### src/rtl/alu_share_arbiter.sv
// ----------------------------------------------------------------------------
// alu_share_arbiter
//
// Shares one multi-cycle ALU between two requesters. One operation is in
// flight at a time: the winning requester's operands and opcode are latched,
// the operand mux select is steered toward it, a one-cycle start pulse is
// issued, and the ALU result is returned to that requester with a one-cycle
// response pulse. Ties are broken round-robin (requester 0 wins the first).
//
// Optional feature: define ARB_TIMEOUT_EN to abort a WAIT that lasts
// TIMEOUT_CYCLES cycles without alu_done (response with resp_data=0,
// resp_err=1). Without the macro WAIT holds indefinitely and resp_err is 0.
//
// Ports:
//   clk                    clock, all state on rising edge
//   reset                  asynchronous, active-high reset
//   req_valid[1:0]         requester i has an operation pending
//   req_a0/req_b0/req_op0  operands and opcode of requester 0
//   req_a1/req_b1/req_op1  operands and opcode of requester 1
//   req_ready[1:0]         one-cycle accept pulse to requester i
//   resp_valid[1:0]        one-cycle result pulse to requester i
//   resp_data              result, valid with any resp_valid bit
//   resp_err               timeout flag, valid with resp_valid
//   alu_sel                operand mux select (0 = requester 0)
//   alu_a/alu_b/alu_op     latched operands and opcode to the ALU
//   alu_start              one-cycle ALU start pulse
//   alu_done               ALU result ready (single-cycle pulse)
//   alu_result             ALU result, valid with alu_done
// ----------------------------------------------------------------------------
module alu_share_arbiter #(
  parameter int DATA_WIDTH     = 8,
  parameter int OP_WIDTH       = 2,
  parameter int TIMEOUT_CYCLES = 15
) (
  input  logic                  clk,
  input  logic                  reset,
  input  logic [1:0]            req_valid,
  input  logic [DATA_WIDTH-1:0] req_a0,
  input  logic [DATA_WIDTH-1:0] req_b0,
  input  logic [DATA_WIDTH-1:0] req_a1,
  input  logic [DATA_WIDTH-1:0] req_b1,
  input  logic [OP_WIDTH-1:0]   req_op0,
  input  logic [OP_WIDTH-1:0]   req_op1,
  output logic [1:0]            req_ready,
  output logic [1:0]            resp_valid,
  output logic [DATA_WIDTH-1:0] resp_data,
  output logic                  resp_err,
  output logic                  alu_sel,
  output logic [DATA_WIDTH-1:0] alu_a,
  output logic [DATA_WIDTH-1:0] alu_b,
  output logic [OP_WIDTH-1:0]   alu_op,
  output logic                  alu_start,
  input  logic                  alu_done,
  input  logic [DATA_WIDTH-1:0] alu_result
);

  typedef enum logic [1:0] {
    IDLE  = 2'd0,
    ISSUE = 2'd1,
    WAIT  = 2'd2,
    RESP  = 2'd3
  } state_t;

  state_t                state_reg, state_next;
  logic                  last_grant_reg;
  logic                  grant;
  logic                  accept;
  logic                  timeout_hit;
  logic                  alu_sel_reg;
  logic [DATA_WIDTH-1:0] alu_a_reg, alu_b_reg, resp_data_reg;
  logic [OP_WIDTH-1:0]   alu_op_reg;
  logic                  resp_err_reg;

  // Grant: a lone requester wins outright; on a tie the one that did not
  // win last time is chosen.
  always_comb begin
    grant = 1'b0;
    case (req_valid)
      2'b10:   grant = 1'b1;
      2'b11:   grant = ~last_grant_reg;
      default: grant = 1'b0;
    endcase
  end

  assign accept = (state_reg == IDLE) && (|req_valid);

  // Next state and pulse outputs. alu_sel_reg carries the current grant
  // from ISSUE through RESP, so it also steers the one-hot pulses.
  always_comb begin
    state_next = state_reg;
    req_ready  = 2'b00;
    resp_valid = 2'b00;
    alu_start  = 1'b0;
    case (state_reg)
      IDLE: begin
        if (|req_valid) state_next = ISSUE;
      end
      ISSUE: begin
        req_ready[alu_sel_reg] = 1'b1;
        alu_start              = 1'b1;
        state_next             = WAIT;
      end
      WAIT: begin
        if (alu_done || timeout_hit) state_next = RESP;
      end
      RESP: begin
        resp_valid[alu_sel_reg] = 1'b1;
        state_next              = IDLE;
      end
      default: state_next = IDLE;
    endcase
  end

  always_ff @(posedge clk or posedge reset) begin
    if (reset) begin
      state_reg <= IDLE;
    end else begin
      state_reg <= state_next;
    end
  end

  always_ff @(posedge clk or posedge reset) begin
    if (reset) begin
      last_grant_reg <= 1'b1;
      alu_sel_reg    <= 1'b0;
      alu_a_reg      <= '0;
      alu_b_reg      <= '0;
      alu_op_reg     <= '0;
      resp_data_reg  <= '0;
      resp_err_reg   <= 1'b0;
    end else begin
      if (accept) begin
        last_grant_reg <= grant;
        alu_sel_reg    <= grant;
        alu_a_reg      <= grant ? req_a1  : req_a0;
        alu_b_reg      <= grant ? req_b1  : req_b0;
        alu_op_reg     <= grant ? req_op1 : req_op0;
      end
      // alu_done has priority over an expiring timeout in the same cycle.
      if (state_reg == WAIT) begin
        if (alu_done) begin
          resp_data_reg <= alu_result;
          resp_err_reg  <= 1'b0;
        end else if (timeout_hit) begin
          resp_data_reg <= '0;
          resp_err_reg  <= 1'b1;
        end
      end
    end
  end

  // WAIT watchdog. The counter is cleared in ISSUE so the first WAIT cycle
  // sees 0; expiry is flagged during the TIMEOUT_CYCLES-th WAIT cycle.
  generate
    if (TIMEOUT_CYCLES > 0) begin : g_timeout
`ifdef ARB_TIMEOUT_EN
      localparam int CW = $clog2(TIMEOUT_CYCLES + 1);
      logic [CW-1:0] wait_cnt_reg;

      always_ff @(posedge clk or posedge reset) begin
        if (reset) begin
          wait_cnt_reg <= '0;
        end else if (state_reg == ISSUE) begin
          wait_cnt_reg <= '0;
        end else if (state_reg == WAIT) begin
          wait_cnt_reg <= wait_cnt_reg + 1'b1;
        end
      end

      assign timeout_hit = (state_reg == WAIT) &&
                           (wait_cnt_reg == CW'(TIMEOUT_CYCLES - 1));
`else
      assign timeout_hit = 1'b0;
`endif
    end else begin : g_no_timeout
      assign timeout_hit = 1'b0;
    end
  endgenerate

  assign alu_sel   = alu_sel_reg;
  assign alu_a     = alu_a_reg;
  assign alu_b     = alu_b_reg;
  assign alu_op    = alu_op_reg;
  assign resp_data = resp_data_reg;
  assign resp_err  = resp_err_reg;

endmodule

### config.mk
export PLATFORM = sky130hd
export DESIGN_NAME = alu_share_arbiter
export DESIGN_NICKNAME = d
export VERILOG_FILES = /design/src/rtl/alu_share_arbiter.sv
export SDC_FILE = /design/constraint.sdc
export NUM_CORES = 1
export LEC_CHECK = 0
export ABC_AREA = 1
export BUFFER_PORTS_ARGS = -buffer_cell sky130_fd_sc_hd__clkbuf_2
export CAP_MARGIN = 20
export CORE_UTILIZATION = 40
export DETAILED_ROUTE_END_ITERATION = 10
export GPL_ROUTABILITY_DRIVEN = 0
export PLACE_DENSITY = 0.69
export SYNTH_ARGS = -nofsm -noshare
export SYNTH_HDL_FRONTEND = slang
export SYNTH_SLANG_ARGS = --single-unit
### constraint.sdc
create_clock -name clk -period 2.7 [get_ports clk]
set_input_delay 0.27 -clock clk [delete_from_list [all_inputs] [get_ports clk]]
set_output_delay 0.27 -clock clk [all_outputs]
set_load 0.1 [all_outputs]
==> flow_metrics.py, run 1 <==
metrics = {
    "placed_design": {
        "port_buffers": 80,
        "dp_hpwl_mm": 2.69,
    },
    "clock_network": {
        "cts_tree": "done",
        "worstSkewPairLatency_ns": 0.28,
        "holdBufCountCts": 0,
        "clkSlewWorstSetupHoldPaths_ns": 0.07,
        "cts_sinks": 30,
        "numCtsBuffers": 5,
        "ctsHtreeMaxLevel": 2,
        "postCtsSetupBuffers": 0,
        "root_buffer": "clkbuf_8",
        "cts_resized": 0,
        "clock_path_buffers": 2,
    },
    "timing": {
        "finalHoldViolCount": 0,
        "clock_skew_ns": 0.00322,
        "maxSlewViolCount": 0,
        "report.final.setup_viol": 0,
        "setup-tns-final_ns": 0,
        "rsz0062_at_grt": "no",
        "tightest_slew_ns": 0.799,
        "final.period_utilization_pct": 67.1,
        "fin_crit_ns": 1.81,
        "max_slew_margin_pct": 46.7,
        "fmax_mhz": 552,
    },
    "logic_synthesis": {
        "synthArstFlopShare_pct": 100,
        "synth_area_leaders": "dfrtp_1, nand2_1, nand3_1, inv_1, buf_6",
        "synth_area_um2": 1700,
        "synth_edf_count": 0,
        "avgSynthCellArea_um2": 7.41,
        "yosysTopAreaCellShare_pct": 42.6,
        "ys_seq_area_share_pct": 44.1,
        "ys_ff_latch": 30,
        "syn_nets": 283,
        "synth_commonest_cells": "nand2_1, nand3_1, inv_1, dfrtp_1, buf_6",
        "ys.flop_type": "dfrtp_1",
        "postSynthCellCount": 230,
        "synth_top_area_cell": "dfrtp_1",
        "synth.most_common_cell": "nand2_1",
        "yosys_warnings": 0,
        "yosysUniqueCellTypes": 17,
    },
    "critical_path": {
        "worstSetupPathType": "register to primary output",
        "r2r_slack_ns": 1.20,
        "crit_start": "state_reg[1]",
        "crit_path_end_kind": "primary output",
        "rr_worst_depth": 7,
        "cp_max_fo": 4,
        "required_ns": 2.43,
        "reg2reg_from": "state_reg[0]",
        "critPathArrivalTime_ns": 1.54,
        "cp-start-kind": "register",
    },
    "finish": {
        "antennaDiodeCount": 0,
        "drive_above_1_share_pct": 32.8,
        "nFillCells": 404,
        "synthToLayoutAreaGrowth_pct": 27.0,
        "nNetsFinal": 360,
    },
    "floorplanning": {
        "die_x_um": 67.3,
        "die_y_um": 67.3,
        "coreArea_um2": 4060,
        "die_area_um2": 4530,
        "num_rows": 23,
        "initial_core_util_pct": 42.0,
        "pin_count": 82,
    },
    "detailed_routing": {
        "drtAntennaViolNets": 0,
        "vias_per_cell": 4.47,
        "vias": 1600,
        "drc": 0,
        "wl_per_cell_um": 10.2,
        "drt-pass1-iter-count": 4,
        "drt_wl_total_mm": 3.66,
        "drt_iter0_markers": 84,
    },
    "global_routing": {
        "grt_antenna_before_repair": 0,
        "grt_pass1_vias": 1428,
        "grt_max_degree": 22,
        "grt-ovfl-total": 0,
        "grt_use_total_pct": 18.3,
        "grt_pass1_wl_mm": 6.17,
    },
    "run": {
        "drv_cap": 0,
    },
    "status": {
        "status": "complete, no violations",
    },
    "min_path": {
        "min_path_type": "primary input to asynchronous set/reset pin",
    },
}
-- path summary, 6_finish.rpt --
check / end
worst max-delay path: req_ready[0]
worst min-delay path: alu_op[0]
worst max register to register: alu_b[6]
worst min register to register: resp_data[0]
max in group asynchronous: resp_data[5]
min in group clk: resp_data[7]
-- critical path: stages, from the launching register on --
cell and delay, ns:
dfrtp_1 0.41, inv_1 0.08, ha_1 0.19, inv_1 0.06
nor2_2 0.07, clkbuf_2 0.45
-- stage by stage --
step | area (um2) | setup slack (ns) | instances | hold slack, ns | utilization, %
finish | 2160 | 0.889 | 358 | 0.116 | 53.3
global route | 2160 | 0.800 | 358 | 0.176 | 53.3
CTS | 2160 | 0.864 | 358 | 0.143 | 53.3
detailed placement | 2070 | 1.18 | 350 | 0.450 | 51.0
global placement | 2070 | 1.22 | 350 | 0.445 | 51.0
floorplan | 1710 | 0.210 | 230 | 0.360 | -
-- cell type report --
cell class / count / area, um2 / share of cell area, %
inverters: 46 / 175 / 8.09
well taps: 50 / 62.6 / 2.89
flip-flops and latches: 30 / 752 / 34.7
clock inverters: 2 / 12.5 / 0.578
multi-input cells: 143 / 672 / 31.0
clock buffers: 6 / 82.6 / 3.82
repair buffers: 81 / 408 / 18.8
-- layout by cell type, fill, tap and decap left out, drive strengths merged --
cell type / netlist / routed
nor2: 4 / 4
buf: 11 / 1
nand3: 47 / 47
clkbuf: 0 / 86
clkinvlp: 0 / 1
inv: 46 / 46
dfstp: 1 / 1
or2: 1 / 1
dfrtp: 29 / 29
clkinv: 0 / 1
nand2: 86 / 86
conb: 1 / 1
ha: 4 / 4
-- cells by family (layout without fill, tap and decap cells) --
kind of cell	count (synthesis)	count (layout)	synth area share, %
and+or+nand+nor	138	138	36.1
buffers and inverters	57	135	16.6
DFF	30	30	44.1
adders and majority gates	4	4	2.94
other	1	1	0.220
-- layer usage --
layer | wire (um) | vias up | track usage [%]
li1 | - | 839 | -
met1 | 1580 | 709 | 21.6
met2 | 1810 | 45 | 31.0
met3 | 205 | 7 | 5.24
met4 | 52 | 0 | 7.18
met5 | 0 | - | 0
Power of run 1 is not shown: default switching activity piles up to over one toggle a cycle in this logic, so the estimate is an artifact.
==> run 2, diff against run 1 <==
- PLACE_DENSITY: 0.69 -> 0.72
- clock period: 2.7 -> 1.6 ns (I/O delays scaled with it)
==> run 2 against run 1 <==
Cell count grew 1.4%. Cell area grew 7.0%. Via count grew 1.4%. Critical path depth is the same. Die area is the same. Utilization grew 3.7 points. Sequential share of layout area shrank 2.2 points. Setup slack lost 0.78 ns. First-iteration DRC count shrank 25%. Highest routed layer unchanged. Worst hold slack lost 0.013 ns. Global-route usage grew 0.54 points. Count of clock-buffer cells in the layout grew 2.
==> flow_metrics.py, run 2 (same netlist as run 1, synthesis figures left out) <==
metrics = {
    "floorplanning": {
        "num_rows": 23,
        "initial_core_util_pct": 42.0,
        "pin_count": 82,
        "coreArea_um2": 4060,
        "die_x_um": 67.3,
        "die_area_um2": 4530,
        "die_y_um": 67.3,
    },
    "global_routing": {
        "grt_use_total_pct": 18.8,
        "grt-ovfl-total": 0,
        "grt_pass1_wl_mm": 6.40,
        "grt_max_degree": 31,
        "grt_pass1_vias": 1505,
        "grt_antenna_before_repair": 0,
    },
    "critical_path": {
        "path_cells": "inv_1 -> ha_4 -> nand2_1 -> clkinvlp_4 -> buf_12",
        "critPathArrivalTime_ns": 1.33,
        "cp_slowest_cell": "dfrtp_1",
        "cp_max_fo": 4,
        "crit_path_end_kind": "primary output",
        "critPathTopFamily": "flip-flops",
        "max_stage_delay_ns": 0.40,
        "cp-start-kind": "register",
        "cp_num_buf_inv": 3,
        "worstSetupPathType": "register to primary output",
        "required_ns": 1.44,
    },
    "timing": {
        "report.final.setup_viol": 0,
        "max_slew_margin_pct": 62.9,
        "final.period_utilization_pct": 93.1,
        "clock_skew_ns": 0.00314,
        "fmax_mhz": 672,
        "tightest_slew_ns": 0.558,
        "fin_crit_ns": 1.49,
        "finalHoldViolCount": 0,
        "maxSlewViolCount": 0,
        "setup-tns-final_ns": 0,
        "rsz0062_at_grt": "no",
    },
    "placed_design": {
        "dp_hpwl_mm": 2.87,
        "port_buffers": 80,
    },
    "finish": {
        "antennaDiodeCount": 0,
        "synthToLayoutAreaGrowth_pct": 35.9,
        "nNetsFinal": 365,
        "final_common_cell": "nand2_1",
        "drive_above_1_share_pct": 35.5,
        "final_cell_mix": "nand2_1, clkbuf_2, nand3_1",
        "nFillCells": 378,
    },
    "status": {
        "status": "complete, no violations",
    },
    "detailed_routing": {
        "drt_wl_total_mm": 3.88,
        "vias_per_cell": 4.47,
        "drc": 0,
        "wl_per_cell_um": 10.7,
        "vias": 1623,
        "drt_iter0_markers": 63,
        "drtAntennaViolNets": 0,
        "drt-pass1-iter-count": 4,
    },
    "clock_network": {
        "clock_path_buffers": 2,
        "clkSlewWorstSetupHoldPaths_ns": 0.06,
        "root_buffer": "clkbuf_8",
        "cts_tree": "done",
        "numCtsBuffers": 5,
        "cts_sinks": 30,
        "worstSkewPairLatency_ns": 0.28,
        "cts_resized": 0,
        "ctsHtreeMaxLevel": 2,
    },
    "min_path": {
        "min_path_type": "primary input to register",
    },
    "run": {
        "drv_cap": 0,
    },
}
==> run 2: per-stage QoR <==
step	utilization (%)	cells	setup WS [ns]	hold WS (ns)	cell area, um2
after floorplan	-	230	0.0274	0.250	1740
after global placement	54.1	354	0.202	0.235	2200
after detailed placement	54.1	354	0.141	0.241	2200
after CTS	57.1	363	0.0967	0.0987	2320
after global routing	57.1	363	0.000920	0.110	2320
final	57.1	363	0.111	0.103	2320
==> run 2: per-layer routing <==
| metal | vias to the layer above | wire, um | track usage (%) |
|---|---|---|---|
| li1 | 846 | - | - |
| met1 | 704 | 1820 | 22.1 |
| met2 | 69 | 1700 | 31.8 |
| met3 | 4 | 333 | 6.59 |
| met4 | 0 | 27 | 6.38 |
| met5 | - | 0 | 0 |
==> run 2: layout make-up <==
| type | instances | area [um2] | share of cell area, % |
|---|---|---|---|
| inverter | 46 | 183 | 7.89 |
| timing repair buffer | 86 | 510 | 22.0 |
| multi-input combinational | 143 | 697 | 30.1 |
| tap | 50 | 62.6 | 2.70 |
| clock buffer | 8 | 110 | 4.75 |
| sequential | 30 | 753 | 32.5 |
==> run 2: worst min-delay path, cell delays in order <==
cell	delay [ns]
clkbuf_2	0.08
nand3_1	0.05
nand2_1	0.05
==> run 2: timing repair <==
action | CTS | global route
setup buffers | 0 | 0
endpoints found under the hold margin | 29 | 0
hold buffers | 1 | 0
==> run 2: path summary, 6_finish.rpt <==
| path | from | end | slack (ns) | cells past startpoint |
|---|---|---|---|---|
| max | state_reg[1] | req_ready[1] | 0.11 | 5 |
| min | alu_result[7] | resp_data[7] | 0.10 | 3 |
| max reg2reg | state_reg[1] | alu_op[0] | 0.14 | 7 |
| min reg2reg | resp_data[3] | resp_data[3] | 0.47 | 2 |
| max in group asynchronous | reset | last_grant_reg | 0.80 | 4 |
| min in group asynchronous | reset | resp_data[3] | 0.48 | 4 |
Power of run 2 is left out for the same reason.
==> run 3, diff against run 2 <==
- ABC_AREA: 1 -> default
- CORE_UTILIZATION: 40 -> 39
- PLACE_DENSITY: 0.72 -> 0.75
==> run 3 against run 2 <==
Count of clock-buffer cells in the layout decreased by 1. Via count is 19% lower. Utilization up 1.9 points. Worst hold slack worse by 0.085 ns. Synthesized cell count decreased by 37%. Area after synthesis down 17%. Setup slack got worse by 0.067 ns. Critical path type is now register to register. Routed wire length is 10% lower. Global-route usage grew 1.2 points. Cell count decreased by 25%. Cell area is 13% lower. Largest cell class unchanged. Clock skew increased by 0.014 ns.
==> flow_metrics.py, run 3 <==
metrics = {
    "finish": {
        "synthToLayoutAreaGrowth_pct": 42.7,
        "multi_input_area_um2": 634,
        "nNetsFinal": 280,
        "final_common_cell": "clkbuf_2",
        "finalInstanceArea_um2": 2020,
        "final_cell_mix": "clkbuf_2, a21oi_1, dfrtp_1",
        "antennaDiodeCount": 0,
        "drive_above_1_share_pct": 50.0,
        "finalNonFillerCells": 274,
        "nFillCells": 332,
        "seqCellArea_um2": 754,
    },
    "logic_synthesis": {
        "synthAdderAreaFrac_pct": 3.54,
        "synth-xor-area-share_pct": 0,
        "synth-compound-area-share_pct": 18.6,
        "yosysUniqueCellTypes": 21,
        "yosysTopAreaCellShare_pct": 51.4,
        "synth_edf_count": 0,
        "ys.flop_type": "dfrtp_1",
        "synthArstFlopShare_pct": 100,
        "synth_top_area_cell": "dfrtp_1",
        "synth_mux_area_share_pct": 7.17,
        "yosys_warnings": 0,
        "synth_area_leaders": "dfrtp_1, a21oi_1, mux2_2, nand2_1, nor2_1",
        "ys_seq_area_share_pct": 53.2,
        "yosys.area_share.simple_pct": 12.3,
        "synth_commonest_cells": "a21oi_1, dfrtp_1, nand2_1, nor2_1, mux2_2",
        "postSynthCellCount": 144,
        "synth.most_common_cell": "a21oi_1",
        "syn_nets": 197,
        "avgSynthCellArea_um2": 9.81,
        "synth_area_um2": 1410,
        "ys_ff_latch": 30,
        "synth_top_family_by_area": "compound AO/OA/AOI/OAI gates",
    },
    "placed_design": {
        "dp_hpwl_mm": 2.62,
        "port_buffers": 80,
        "placed_cells": 264,
        "place_area_um2": 1910,
    },
    "timing": {
        "hold_ws_ns": 0.0179,
        "tightest_slew_ns": 0.554,
        "maxSlewViolCount": 0,
        "clock_skew_ns": 0.0173,
        "setup-tns-final_ns": 0,
        "fmax_mhz": 643,
        "report.final.setup_viol": 0,
        "fin_crit_ns": 1.56,
        "max_slew_margin_pct": 63.2,
        "rsz0062_at_grt": "no",
        "finalHoldViolCount": 0,
        "final.period_utilization_pct": 97.2,
    },
    "detailed_routing": {
        "drc": 0,
        "vias": 1308,
        "drt-pass1-iter-count": 4,
        "wl_per_cell_um": 12.7,
        "drtAntennaViolNets": 0,
        "drt_wl_total_mm": 3.49,
        "drt_iter0_markers": 25,
        "vias_per_cell": 4.77,
    },
    "clock_network": {
        "cts_sinks": 30,
        "ctsHtreeMaxLevel": 2,
        "numCtsBuffers": 5,
        "cts_tree": "done",
        "root_buffer": "clkbuf_4",
        "clkSlewWorstSetupHoldPaths_ns": 0.11,
        "clock_path_buffers": 2,
        "worstSkewPairLatency_ns": 0.34,
    },
    "critical_path": {
        "cp_num_buf_inv": 1,
        "critPathTopFamily": "flip-flops",
        "reg2reg_from": "state_reg[1]",
        "required_ns": 1.84,
        "worstSetupPathType": "register to register",
        "crit_path_end_kind": "register",
        "path_cells": "buf_4 -> ha_1 -> nor2b_1 -> a21oi_1 -> mux2_2",
        "critPathArrivalTime_ns": 1.80,
        "max_stage_delay_ns": 0.42,
        "crit_start": "state_reg[1]",
        "cp_max_fo": 3,
        "cp_slowest_cell": "dfrtp_1",
        "cp-start-kind": "register",
    },
    "floorplanning": {
        "die_y_um": 62.2,
        "pin_count": 82,
        "initial_core_util_pct": 41.4,
        "coreArea_um2": 3420,
        "num_rows": 21,
        "die_x_um": 62.2,
        "die_area_um2": 3870,
    },
    "global_routing": {
        "grt_use_total_pct": 20.0,
        "grt_max_degree": 31,
        "grt_pass1_vias": 1311,
        "grt-ovfl-total": 0,
        "grt_antenna_before_repair": 0,
        "grt_pass1_wl_mm": 5.93,
    },
    "min_path": {
        "worstHoldStart": "req_a0[1]",
        "min_path_type": "primary input to register",
    },
    "run": {
        "drv_cap": 0,
    },
    "status": {
        "status": "complete, no violations",
    },
}
[run 3: repair_timing]
action                                 CTS  global route
buffers inserted                         0             1
setup endpoints to repair                1            22
endpoints found under the hold margin   29             0
resized for setup                        3             4
hold buffers                             1             0
[run 3: worst paths after layout]
check	endpoint	slack, ns	depth (start not counted)
setup reg to reg	state_reg[1]	0.04	5
hold / removal	alu_a[1]	0.02	3
max in group asynchronous	last_grant_reg	0.87	4
hold reg to reg	resp_data[6]	0.52	1
setup / recovery	state_reg[1]	0.04	5
min in group asynchronous	alu_a[1]	0.42	4
[run 3: logic make-up (layout without fill, tap and decap cells)]
group	count (synthesis)	in the layout
flops	30	30
compound gates	45	45
buf+inv	12	96
other cells	1	1
fa+ha+maj	4	4
mux	9	9
simple gates	43	43
[run 3: metrics by stage]
stage | utilization (%) | setup WS (ns)
global route | 59.0 | 0.00844
CTS | 58.4 | 0.00779
floorplan | - | 0.0147
global placement | 56.0 | 0.0993
finish | 59.0 | 0.0441
detailed placement | 56.0 | 0.0469
[run 3: worst register-to-register path: cells and delay by family (launching register included)]
family / cells / cell delay [ns]
buf+inv: 1 / 0.15
simple gates: 1 / 0.14
mux: 1 / 0.37
fa+ha+maj: 1 / 0.20
flops: 1 / 0.42
compound gates: 1 / 0.19
[run 3: layout make-up]
class | count | share of cell area, %
Sequential cell | 30 | 37.4
Multi-Input combinational cell | 102 | 31.5
Timing Repair Buffer | 85 | 24.7
Tap cell | 46 | 2.86
Clock buffer | 7 | 2.73
Inverter | 3 | 0.559
Clock inverter | 1 | 0.248
[run 3: routing by layer]
metal	global-route usage [%]	routed length, um	vias up
met4	10.2	77	0
met1	24.5	1450	586
met5	0	0	-
met3	5.15	266	9
li1	-	-	643
met2	32.7	1700	70
Power of run 3 is left out for the same reason.
